**config.mk**
```make
export PLATFORM = sky130hd
export DESIGN_NAME = usb_ep2_download_ctrl_flat
export DESIGN_NICKNAME = d
export VERILOG_FILES = /design/src/rtl/qspi_sim_pkg.sv /design/src/rtl/usb_ep2_download_ctrl_if.sv /design/src/rtl/usb_rx_fifo.sv /design/src/rtl/usb_ep2_download_ctrl.sv /design/src/flat_wrapper.sv
export SDC_FILE = /design/constraint.sdc
export NUM_CORES = 1
export LEC_CHECK = 0
export CAP_MARGIN = 5
export CORE_UTILIZATION = 40
export CTS_BUF_LIST = sky130_fd_sc_hd__clkbuf_16
export CTS_CLUSTER_SIZE = 12
export DETAILED_ROUTE_END_ITERATION = 8
export RECOVER_POWER = 50
export SLEW_MARGIN = 20
export SYNTH_ARGS = -nofsm -noshare
export SYNTH_HDL_FRONTEND = slang
export SYNTH_SLANG_ARGS = --single-unit
export TNS_END_PERCENT = 1
```
**constraint.sdc**
```tcl
create_clock -name cyp_clk -period 6.45 [get_ports cyp_clk]
set_input_delay 0.645 -clock cyp_clk [delete_from_list [all_inputs] [get_ports cyp_clk]]
set_output_delay 0.645 -clock cyp_clk [all_outputs]
set_load 0.01 [all_outputs]
```
**src/rtl/qspi_sim_pkg.sv**
```systemverilog
// Shared FX2 slave-FIFO constants and the download controller state encoding.
package qspi_sim_pkg;

    localparam logic [1:0] FIFOADR_EP2 = 2'b00;
    localparam logic [1:0] FIFOADR_EP4 = 2'b01;
    localparam logic [1:0] FIFOADR_EP6 = 2'b10;
    localparam logic [1:0] FIFOADR_EP8 = 2'b11;

    typedef enum logic [2:0] {
        ST_IDLE  = 3'd0,
        ST_SEL   = 3'd1,
        ST_READ  = 3'd2,
        ST_DRAIN = 3'd3,
        ST_DONE  = 3'd4
    } dl_state_t;

endpackage

```
**src/rtl/usb_ep2_download_ctrl_if.sv**
```systemverilog
// FX2 slave-FIFO pins plus the valid/ready word stream toward the SDRAM write path.
interface usb_ep2_download_ctrl_if;
    logic [1:0]  usb_fifoaddr;
    logic        usb_slcs;
    logic        usb_sloe;
    logic        usb_slrd;
    logic        usb_slwr;
    logic        usb_fd_oe;
    logic [15:0] usb_fd_i;
    logic        usb_flagc;
    logic [15:0] wr_data;
    logic        wr_valid;
    logic        wr_ready;

    modport master (
        output usb_fifoaddr, usb_slcs, usb_sloe, usb_slrd, usb_slwr, usb_fd_oe,
        input  usb_fd_i, usb_flagc,
        output wr_data, wr_valid,
        input  wr_ready
    );

    modport slave (
        input  usb_fifoaddr, usb_slcs, usb_sloe, usb_slrd, usb_slwr, usb_fd_oe,
        output usb_fd_i, usb_flagc,
        input  wr_data, wr_valid,
        output wr_ready
    );
endinterface

```
**src/rtl/usb_rx_fifo.sv**
```systemverilog
// Synchronous FIFO with synchronous flush; head is visible combinationally (zero-latency read).
// Caller must not push when full or pop when empty; flush overrides push and pop.
module usb_rx_fifo #(
    parameter int DEPTH = 8,
    parameter int W     = 16
) (
    input  logic         clk,
    input  logic         rst_n,
    input  logic         flush,
    input  logic         push,
    input  logic [W-1:0] push_dat,
    input  logic         pop,
    output logic [W-1:0] pop_dat,
    output logic         full,
    output logic         empty
);
    localparam int AW = $clog2(DEPTH);

    logic [W-1:0] mem [DEPTH];
    logic [AW:0]  wptr;
    logic [AW:0]  rptr;

    assign empty   = (wptr == rptr);
    assign full    = (wptr[AW] != rptr[AW]) && (wptr[AW-1:0] == rptr[AW-1:0]);
    assign pop_dat = mem[rptr[AW-1:0]];

    always_ff @(posedge clk or negedge rst_n) begin
        if (!rst_n) begin
            wptr <= '0;
            rptr <= '0;
        end else if (flush) begin
            wptr <= '0;
            rptr <= '0;
        end else begin
            if (push) wptr <= wptr + 1'b1;
            if (pop)  rptr <= rptr + 1'b1;
        end
    end

    always_ff @(posedge clk) begin
        if (push && !flush) mem[wptr[AW-1:0]] <= push_dat;
    end
endmodule

```
**src/rtl/usb_ep2_download_ctrl.sv**
```systemverilog
// Reads a counted burst of 16-bit words from FX2 EP2 OUT and streams them downstream.
// One word/cycle; downstream stall fills the local FIFO, then slrd is withheld until space frees.
module usb_ep2_download_ctrl
    import qspi_sim_pkg::*;
#(
    parameter int         FIFO_DEPTH = 8,
    parameter int         CNT_W      = 24,
    parameter logic [1:0] EP_ADDR    = FIFOADR_EP2
) (
    input  logic                 cyp_clk,
    input  logic                 rst_n,
    input  logic                 start,
    input  logic                 abort,
    input  logic [CNT_W-1:0]     xfer_words,
    output logic                 busy,
    output logic                 done,
    output logic [CNT_W-1:0]     words_rcvd,
    usb_ep2_download_ctrl_if.master bus
);
    dl_state_t        state;
    logic [CNT_W-1:0] remaining;
    logic             slcs_q;
    logic             sloe_q;
    logic             fifo_full;
    logic             fifo_empty;
    logic [15:0]      fifo_head;
    logic             rd;
    logic             pop;
    logic             flush;

    // Full is checked before the pop lands, so a pop never makes room for a same-cycle read.
    assign rd    = (state == ST_READ) && bus.usb_flagc && (remaining != '0) && !fifo_full;
    assign pop   = !fifo_empty && bus.wr_ready;
    assign flush = abort && (state != ST_IDLE);

    assign bus.usb_fifoaddr = EP_ADDR;
    assign bus.usb_slcs     = slcs_q;
    assign bus.usb_sloe     = sloe_q;
    assign bus.usb_slrd     = !rd;
    assign bus.usb_slwr     = 1'b1;
    assign bus.usb_fd_oe    = 1'b0;
    assign bus.wr_valid     = !fifo_empty;
    assign bus.wr_data      = fifo_head;

    usb_rx_fifo #(
        .DEPTH (FIFO_DEPTH),
        .W     (16)
    ) u_fifo (
        .clk      (cyp_clk),
        .rst_n    (rst_n),
        .flush    (flush),
        .push     (rd),
        .push_dat (bus.usb_fd_i),
        .pop      (pop),
        .pop_dat  (fifo_head),
        .full     (fifo_full),
        .empty    (fifo_empty)
    );

    always_ff @(posedge cyp_clk or negedge rst_n) begin
        if (!rst_n) begin
            state      <= ST_IDLE;
            remaining  <= '0;
            words_rcvd <= '0;
            slcs_q     <= 1'b1;
            sloe_q     <= 1'b1;
            busy       <= 1'b0;
            done       <= 1'b0;
        end else begin
            done <= 1'b0;
            if (flush) begin
                state  <= ST_IDLE;
                slcs_q <= 1'b1;
                sloe_q <= 1'b1;
                busy   <= 1'b0;
            end else begin
                case (state)
                    ST_IDLE: begin
                        if (start && !abort) begin
                            if (xfer_words != '0) begin
                                remaining  <= xfer_words;
                                words_rcvd <= '0;
                                busy       <= 1'b1;
                                slcs_q     <= 1'b0;
                                sloe_q     <= 1'b0;
                                state      <= ST_SEL;
                            end else begin
                                done  <= 1'b1;
                                state <= ST_DONE;
                            end
                        end
                    end
                    ST_SEL: state <= ST_READ;
                    ST_READ: begin
                        if (rd) begin
                            remaining  <= remaining - CNT_W'(1);
                            words_rcvd <= words_rcvd + CNT_W'(1);
                            if (remaining == CNT_W'(1)) begin
                                slcs_q <= 1'b1;
                                sloe_q <= 1'b1;
                                state  <= ST_DRAIN;
                            end
                        end
                    end
                    ST_DRAIN: begin
                        if (fifo_empty) begin
                            done  <= 1'b1;
                            busy  <= 1'b0;
                            state <= ST_DONE;
                        end
                    end
                    ST_DONE: state <= ST_IDLE;
                    default: state <= ST_IDLE;
                endcase
            end
        end
    end
endmodule

```
**src/flat_wrapper.sv**
```systemverilog
// flat-port wrapper written by rule: the top's interface ports become plain ports
module usb_ep2_download_ctrl_flat import qspi_sim_pkg::*;
#(
    parameter int         FIFO_DEPTH = 8,
    parameter int         CNT_W      = 24,
    parameter logic [1:0] EP_ADDR    = FIFOADR_EP2
)
  (cyp_clk, rst_n, start, abort, xfer_words, busy, done, words_rcvd, bus_usb_fifoaddr, bus_usb_slcs, bus_usb_sloe, bus_usb_slrd, bus_usb_slwr, bus_usb_fd_oe, bus_usb_fd_i, bus_usb_flagc, bus_wr_data, bus_wr_valid, bus_wr_ready);
  usb_ep2_download_ctrl_if bus_i ();
  input  logic cyp_clk;
  input  logic rst_n;
  input  logic start;
  input  logic abort;
  input  logic [CNT_W-1:0] xfer_words;
  output logic busy;
  output logic done;
  output logic [CNT_W-1:0] words_rcvd;
  output wire logic [$bits(bus_i.usb_fifoaddr)-1:0] bus_usb_fifoaddr;
  output wire logic [$bits(bus_i.usb_slcs)-1:0] bus_usb_slcs;
  output wire logic [$bits(bus_i.usb_sloe)-1:0] bus_usb_sloe;
  output wire logic [$bits(bus_i.usb_slrd)-1:0] bus_usb_slrd;
  output wire logic [$bits(bus_i.usb_slwr)-1:0] bus_usb_slwr;
  output wire logic [$bits(bus_i.usb_fd_oe)-1:0] bus_usb_fd_oe;
  input wire logic [$bits(bus_i.usb_fd_i)-1:0] bus_usb_fd_i;
  input wire logic [$bits(bus_i.usb_flagc)-1:0] bus_usb_flagc;
  output wire logic [$bits(bus_i.wr_data)-1:0] bus_wr_data;
  output wire logic [$bits(bus_i.wr_valid)-1:0] bus_wr_valid;
  input wire logic [$bits(bus_i.wr_ready)-1:0] bus_wr_ready;
  assign bus_usb_fifoaddr = bus_i.usb_fifoaddr;
  assign bus_usb_slcs = bus_i.usb_slcs;
  assign bus_usb_sloe = bus_i.usb_sloe;
  assign bus_usb_slrd = bus_i.usb_slrd;
  assign bus_usb_slwr = bus_i.usb_slwr;
  assign bus_usb_fd_oe = bus_i.usb_fd_oe;
  assign bus_i.usb_fd_i = bus_usb_fd_i;
  assign bus_i.usb_flagc = bus_usb_flagc;
  assign bus_wr_data = bus_i.wr_data;
  assign bus_wr_valid = bus_i.wr_valid;
  assign bus_i.wr_ready = bus_wr_ready;
  usb_ep2_download_ctrl #(.FIFO_DEPTH(FIFO_DEPTH), .CNT_W(CNT_W), .EP_ADDR(EP_ADDR)) u_core (.cyp_clk(cyp_clk), .rst_n(rst_n), .start(start), .abort(abort), .xfer_words(xfer_words), .busy(busy), .done(done), .words_rcvd(words_rcvd), .bus(bus_i));
endmodule
```
==> results.sh, run 1 <==
export IMPL_fin_skew_ns=0.01681
export IMPL_grt_pass1_wl_um=32660
export IMPL_p_leak_nw=3.666
export IMPL_pre_cts_slack_ns=2.840
export IMPL_antenna_cells=0
export IMPL_dpl_cell_count=984
export IMPL_htreeDepth=4
export IMPL_setup_worst_path_start_class="flop"
export IMPL_fin_ws_ns=2.738
export IMPL_worst_pin_slew_ns=3.470
export IMPL_drive_above_1_share=0.1563
export IMPL_globalRouteTotalUtil=0.1910
export IMPL_ant_nets=0
export IMPL_rows=54
export IMPL_drt_iter0_drc=543
export IMPL_regArea_mm2=0.005398
export IMPL_syn_area_mm2=0.008840
export IMPL_postCtsSetupRepairBufs=0
export IMPL_die_x_um=150.7
export IMPL_antenna_found_initial=0
export IMPL_routed_via_density=5.856
export IMPL_wl_um=20440
export IMPL_vias=5950
export IMPL_finalSetupViolations=0
export IMPL_synth_edff_count=128
export IMPL_min_path_type="flop to flop"
export IMPL_synthSimpleGateAreaFrac=0.1127
export IMPL_period_share=0.5756
export IMPL_synthAdderAreaFrac=0.008493
export IMPL_synthToLayoutAreaGrowth_pct=19.96
export IMPL_syn_inst=641
export IMPL_synthXorXnorAreaFrac=0.01246
export IMPL_clock_root_buffer="clkbuf_16"
export IMPL_hpwl_um=13050
export IMPL_synth_top_cell_by_area="edfxtp_1"
export IMPL_numCtsBuffers=17
export IMPL_ys_seq_area_frac=0.6105
export IMPL_cts_tree="yes"
export IMPL_numClockSinks=190
export IMPL_coreArea_mm2=0.02176
export IMPL_drc=0
export IMPL_die_area_mm2=0.02270
export IMPL_pin_count=96
export IMPL_tns_ns=0
export IMPL_async_reset_ff_frac=0.3263
export IMPL_rsz0062_at_grt="no"
export IMPL_die_h_um=150.7
export IMPL_cp_arrival_ns=3.07
export IMPL_finalPower_mw=3.774
export IMPL_p_per_area_mw_per_mm2=355.9
export IMPL_outcome="complete, but fails checks"
export IMPL_irDropWorstVdd_mv=0.2360
export IMPL_yosysUniqueCellTypes=70
export IMPL_synth_compound_area_frac=0.1186
export IMPL_fillers=1877
export IMPL_path_clk_slew_ns=0.07
export IMPL_required_ns=5.80
export IMPL_finalCriticalPeriod_ns=3.712
export IMPL_max_freq_mhz=269.4
export IMPL_maxCapViolations=1
export IMPL_layout_nets=775
export IMPL_hold_viol=0
export IMPL_r2r_slack_ns=2.98
export IMPL_crit_fanout=19
export IMPL_synth_seq_cells=190
export IMPL_worstSetupPathType="flop to output pin"
export IMPL_max_slew_margin_rel=-1.313
export IMPL_fin_cells=1016
export IMPL_synth_area_leaders="edfxtp_1, dfrtp_1, mux4_2"
export IMPL_synth_top_cell_area_share=0.4348
export IMPL_grt_pass1_vias=5946
export IMPL_dr_pass1_iters=5
export IMPL_grt_max_degree=63
export IMPL_clockBufferDepth=2
export IMPL_synthMuxAreaShare=0.1054
export IMPL_crit_path_end_kind="output pin"
export IMPL_multi_input_area_mm2=0.003242
export IMPL_portBuffers=91
export IMPL_grt_overflow=0
export IMPL_synth_ff_type="edfxtp_1"
export IMPL_wire_per_inst_um=20.11
export IMPL_hold_buffers=0
export IMPL_yosys_warnings=0
export IMPL_gp_congestion=0.8433
export IMPL_ctsResizeCount=0
export IMPL_violations="max-capacitance violations, max-slew violations"
export IMPL_slew_viol_final=63
export IMPL_clock_latency_ns=0.43
export IMPL_syn_area_per_cell_um2=13.79
export IMPL_synth_top_family_by_area="compound AO/OA/AOI/OAI gates"
export IMPL_start_util=0.4063
-- path summary, 6_finish.rpt --
check	startpoint	to	cells after the start
min in group asynchronous	rst_n	u_core.remaining[2]$_DFFE_PN0P_	2
worst max-delay path	u_core.u_fifo.rptr[2]$_DFFE_PN0P_	bus_usb_slrd	4
worst max register to register	u_core.u_fifo.rptr[2]$_DFFE_PN0P_	u_core.u_fifo.mem[2][1]$_DFFE_PP_	6
worst min register to register	u_core.words_rcvd[18]$_DFFE_PN0P_	u_core.words_rcvd[18]$_DFFE_PN0P_	1
worst min-delay path	u_core.words_rcvd[18]$_DFFE_PN0P_	u_core.words_rcvd[18]$_DFFE_PN0P_	1
max in group asynchronous	rst_n	u_core.u_fifo.rptr[0]$_DFFE_PN0P_	2
-- stage by stage --
step	util	cell area (um2)	hold slack [ns]
global route	0.4874	10600	0.5151
detailed placement	0.4596	10000	0.4927
global placement	0.4596	10000	0.4860
floorplan	-	8847	0.3494
finish	0.4874	10600	0.4963
CTS	0.4872	10600	0.4258
-- worst max-delay path, cell delays in order (launching register included) --
cell and delay, ns:
dfrtp_1 1.03, xor2_2 0.23, o41a_1 0.52, o21ai_1 0.24, clkdlybuf4s50_1 0.62
-- synth_stat cells, drive strengths merged (3+ instances only) --
library cell and n:
a21oi 35, and2 4, clkbuf 12, nor2 37, a211o 6, nand4 10, nor4 22, inv 6
o22a 3, nand2 41, a21o 4, nor3 24, a311oi 9, buf 30, o21ai 18, and3 12
a211oi 11, nand3 20, xor2 8, a41oi 7, a31oi 19, dfrtp 61, o21a 5, ha 6
o211ai 5, mux2 17, mux4 32, nor3b 4, edfxtp 128, o22ai 10
-- routing by layer --
| metal | up-vias | track usage | routed length [um] |
|---|---|---|---|
| met1 | 3032 | 0.2612 | 9348 |
| met3 | 18 | 0.04000 | 947 |
| met4 | 0 | 0.05050 | 195 |
| met5 | - | 0 | 0 |
| met2 | 186 | 0.3092 | 9943 |
| li1 | 2714 | - | - |
-- registers in the layout, indices dropped and copies added, names as in the netlist --
signal	count
u_core.done	1
u_core.bus.usb_slcs	1
u_core.remaining	24
u_core.u_fifo.wptr	4
u_core.u_fifo.mem	128
u_core.words_rcvd	24
u_core.u_fifo.rptr	4
u_core.state	3
u_core.busy	1
-- where the power goes --
part | total [mW] | internal [mW] | switching, mW | leakage, nW
combinational | 1.07 | 0.551 | 0.518 | 1.43
clock | 1.06 | 0.586 | 0.476 | 0.293
sequential | 1.64 | 1.42 | 0.223 | 1.94
-- area by class of cell --
cell class              instances  area share
inverters                       6    0.002124
flip-flops and latches        190      0.5090
well taps                     280     0.03304
clock inverters                15     0.01640
multi-input cells             405      0.3057
repair buffers                103     0.09357
clock buffers                  17     0.04012
-- cells by family after synthesis --
group	count (synthesis)
buffers and inverters	48
AND/OR/NAND/NOR	187
other	2
adder cells (fa/ha/maj)	6
AO/OA/AOI/OAI	147
multiplexers	51
XOR/XNOR	10
flip-flops	190
-- placed cells by master, fill, tap and decap left out, types with 7 or more instances in the layout --
cell and instances:
a31oi_1 19, nand2_1 41, nor4_1 19, buf_4 11
a211oi_1 10, a21oi_1 34, and3_1 12, clkdlybuf4s50_1 51
dlygate4sd3_1 39, o22ai_1 10, nor3_1 20, clkbuf_16 17
mux2_2 16, edfxtp_1 128, dfrtp_1 60, mux4_2 32
a311oi_1 9, a41oi_1 7, o21ai_0 17, nand4_1 10
nor2_1 37, nand3_1 20
Note: power is estimated with default switching activity, not from simulation.
==> run 2, diff against run 1 <==
clock period = 3.05 ns   (was 6.45 ns; I/O delays follow)
==> run 2 against run 1 <==
  * The flow still finishes with violations (max-capacitance violations, max-slew violations)
  * Clock power rose by 110%
  * Worst setup slack got worse by 2.6 ns
  * Critical endpoint unchanged
  * Worst hold slack got worse by 0.14 ns
  * Routed wire length rose by 0.65%
  * Register-to-register slack got worse by 2.7 ns
==> results.sh, run 2 (synthesis results as in run 1) <==
export IMPL_most_common_layout_cells="edfxtp_1, dfrtp_1, clkdlybuf4s50_1"
export IMPL_largest_reg_flops=128
export IMPL_gp_congestion=0.9191
export IMPL_irDropWorstVdd_mv=0.4194
export IMPL_htreeDepth=4
export IMPL_slew_viol_final=63
export IMPL_globalRouteTotalUtil=0.1893
export IMPL_finalCriticalPeriod_ns=2.912
export IMPL_start_util=0.4063
export IMPL_tns_ns=0
export IMPL_max_freq_mhz=343.4
export IMPL_r2r_cells=6
export IMPL_max_slew_margin_rel=-0.05309
export IMPL_p_leak_nw=3.783
export IMPL_coreArea_mm2=0.02176
export IMPL_die_area_mm2=0.02270
export IMPL_crit_fanout=9
export IMPL_wire_per_inst_um=19.87
export IMPL_antenna_cells=0
export IMPL_maxCapViolations=1
export IMPL_hpwl_um=13080
export IMPL_cp_arrival_ns=2.61
export IMPL_die_x_um=150.7
export IMPL_path_buf_inv=1
export IMPL_drive_above_1_share=0.1815
export IMPL_fin_skew_ns=0.01441
export IMPL_grt_overflow=0
export IMPL_rows=54
export IMPL_layout_commonest_cell="edfxtp_1"
export IMPL_path_clk_slew_ns=0.07
export IMPL_die_h_um=150.7
export IMPL_crit_chain="nor4_1 > nand4_1 > o21ai_2 > clkdlybuf4s50_1"
export IMPL_rsz0062_at_grt="no"
export IMPL_dr_pass1_iters=5
export IMPL_outcome="complete, but fails checks"
export IMPL_worst_pin_slew_ns=1.580
export IMPL_pin_count=96
export IMPL_wl_um=20570
export IMPL_violations="max-capacitance violations, max-slew violations"
export IMPL_dpl_cell_count=1003
export IMPL_min_path_type="input port to async pin"
export IMPL_post_route_util=0.4945
export IMPL_crit_slowest_cell="clkdlybuf4s50_1"
export IMPL_required_ns=2.74
export IMPL_crit_family="simple AND/OR/NAND/NOR gates"
export IMPL_path_depth=4
export IMPL_postCtsSetupRepairBufs=0
export IMPL_period_share=0.9547
export IMPL_numCtsBuffers=17
export IMPL_drc=0
export IMPL_grt_pass1_vias=5991
export IMPL_numClockSinks=190
export IMPL_p_per_area_mw_per_mm2=754.1
export IMPL_pre_cts_slack_ns=0.1931
export IMPL_hold_buffers=0
export IMPL_worstSetupPathType="flop to output pin"
export IMPL_drt_iter0_drc=512
export IMPL_finalPower_mw=8.113
export IMPL_antenna_found_initial=0
export IMPL_clockBufferDepth=2
export IMPL_grt_pass1_wl_um=32450
export IMPL_cts_tree="yes"
export IMPL_portBuffers=91
export IMPL_layout_nets=794
export IMPL_ant_nets=0
export IMPL_setup_worst_path_start_class="flop"
export IMPL_synthToLayoutAreaGrowth_pct=21.70
export IMPL_grt_max_degree=63
export IMPL_crit_path_end_kind="output pin"
export IMPL_hold_viol=0
export IMPL_fin_ws_ns=0.1382
export IMPL_crit_path_max_incr_delay_ns=0.59
export IMPL_finalSetupViolations=0
export IMPL_vias=6052
export IMPL_fin_cells=1035
export IMPL_clock_root_buffer="clkbuf_16"
export IMPL_routed_via_density=5.847
export IMPL_clock_latency_ns=0.43
[run 2: final timing paths]
| path | to | slack, ns | startpoint |
|---|---|---|---|
| min | u_core.remaining[9]$_DFFE_PN0P_ | 0.36 | rst_n |
| min in group cyp_clk | u_core.words_rcvd[21]$_DFFE_PN0P_ | 0.51 | u_core.words_rcvd[21]$_DFFE_PN0P_ |
| min reg2reg | u_core.words_rcvd[21]$_DFFE_PN0P_ | 0.51 | u_core.words_rcvd[21]$_DFFE_PN0P_ |
| max in group asynchronous | u_core.u_fifo.rptr[0]$_DFFE_PN0P_ | 1.66 | rst_n |
| max reg2reg | u_core.remaining[13]$_DFFE_PN0P_ | 0.25 | u_core.remaining[13]$_DFFE_PN0P_ |
| max | bus_usb_slrd | 0.14 | u_core.remaining[13]$_DFFE_PN0P_ |
[run 2: layout make-up]
type	count	area, um2
sequential	190	5398
timing repair buffer	122	1149
fill	1862	11000
clock inverter	15	173.9
multi-input combinational	405	3239
inverter	6	22.52
tap	280	350.3
clock buffer	17	425.4
[run 2: metrics by stage]
stage          area (um2)  hold slack (ns)
2_1_floorplan        8853         0.009409
3_3_place_gp        10150           0.4951
3_5_place_dp        10150           0.5000
4_1_cts             10750          0.07477
5_1_grt             10760           0.4919
6_report            10760           0.3566
[run 2: timing repair]
action,in CTS,in global routing
hold endpoints to repair,0,0
endpoints found under the setup margin,0,1
gates resized for setup,0,2
[run 2: routing by layer]
| metal | part of all wire | track usage | vias up |
|---|---|---|---|
| met3 | 0.056 | 0.03788 | 19 |
| met2 | 0.50 | 0.3159 | 207 |
| met5 | 0 | 0 | - |
| met1 | 0.43 | 0.2521 | 3069 |
| li1 | - | - | 2757 |
| met4 | 0.011 | 0.04900 | 0 |
[run 2: power breakdown]
group | switching (mW) | leakage, nW | internal, mW
logic | 1.22 | 1.54 | 1.28
registers | 0.347 | 1.94 | 3.01
clock network | 1.02 | 0.299 | 1.24
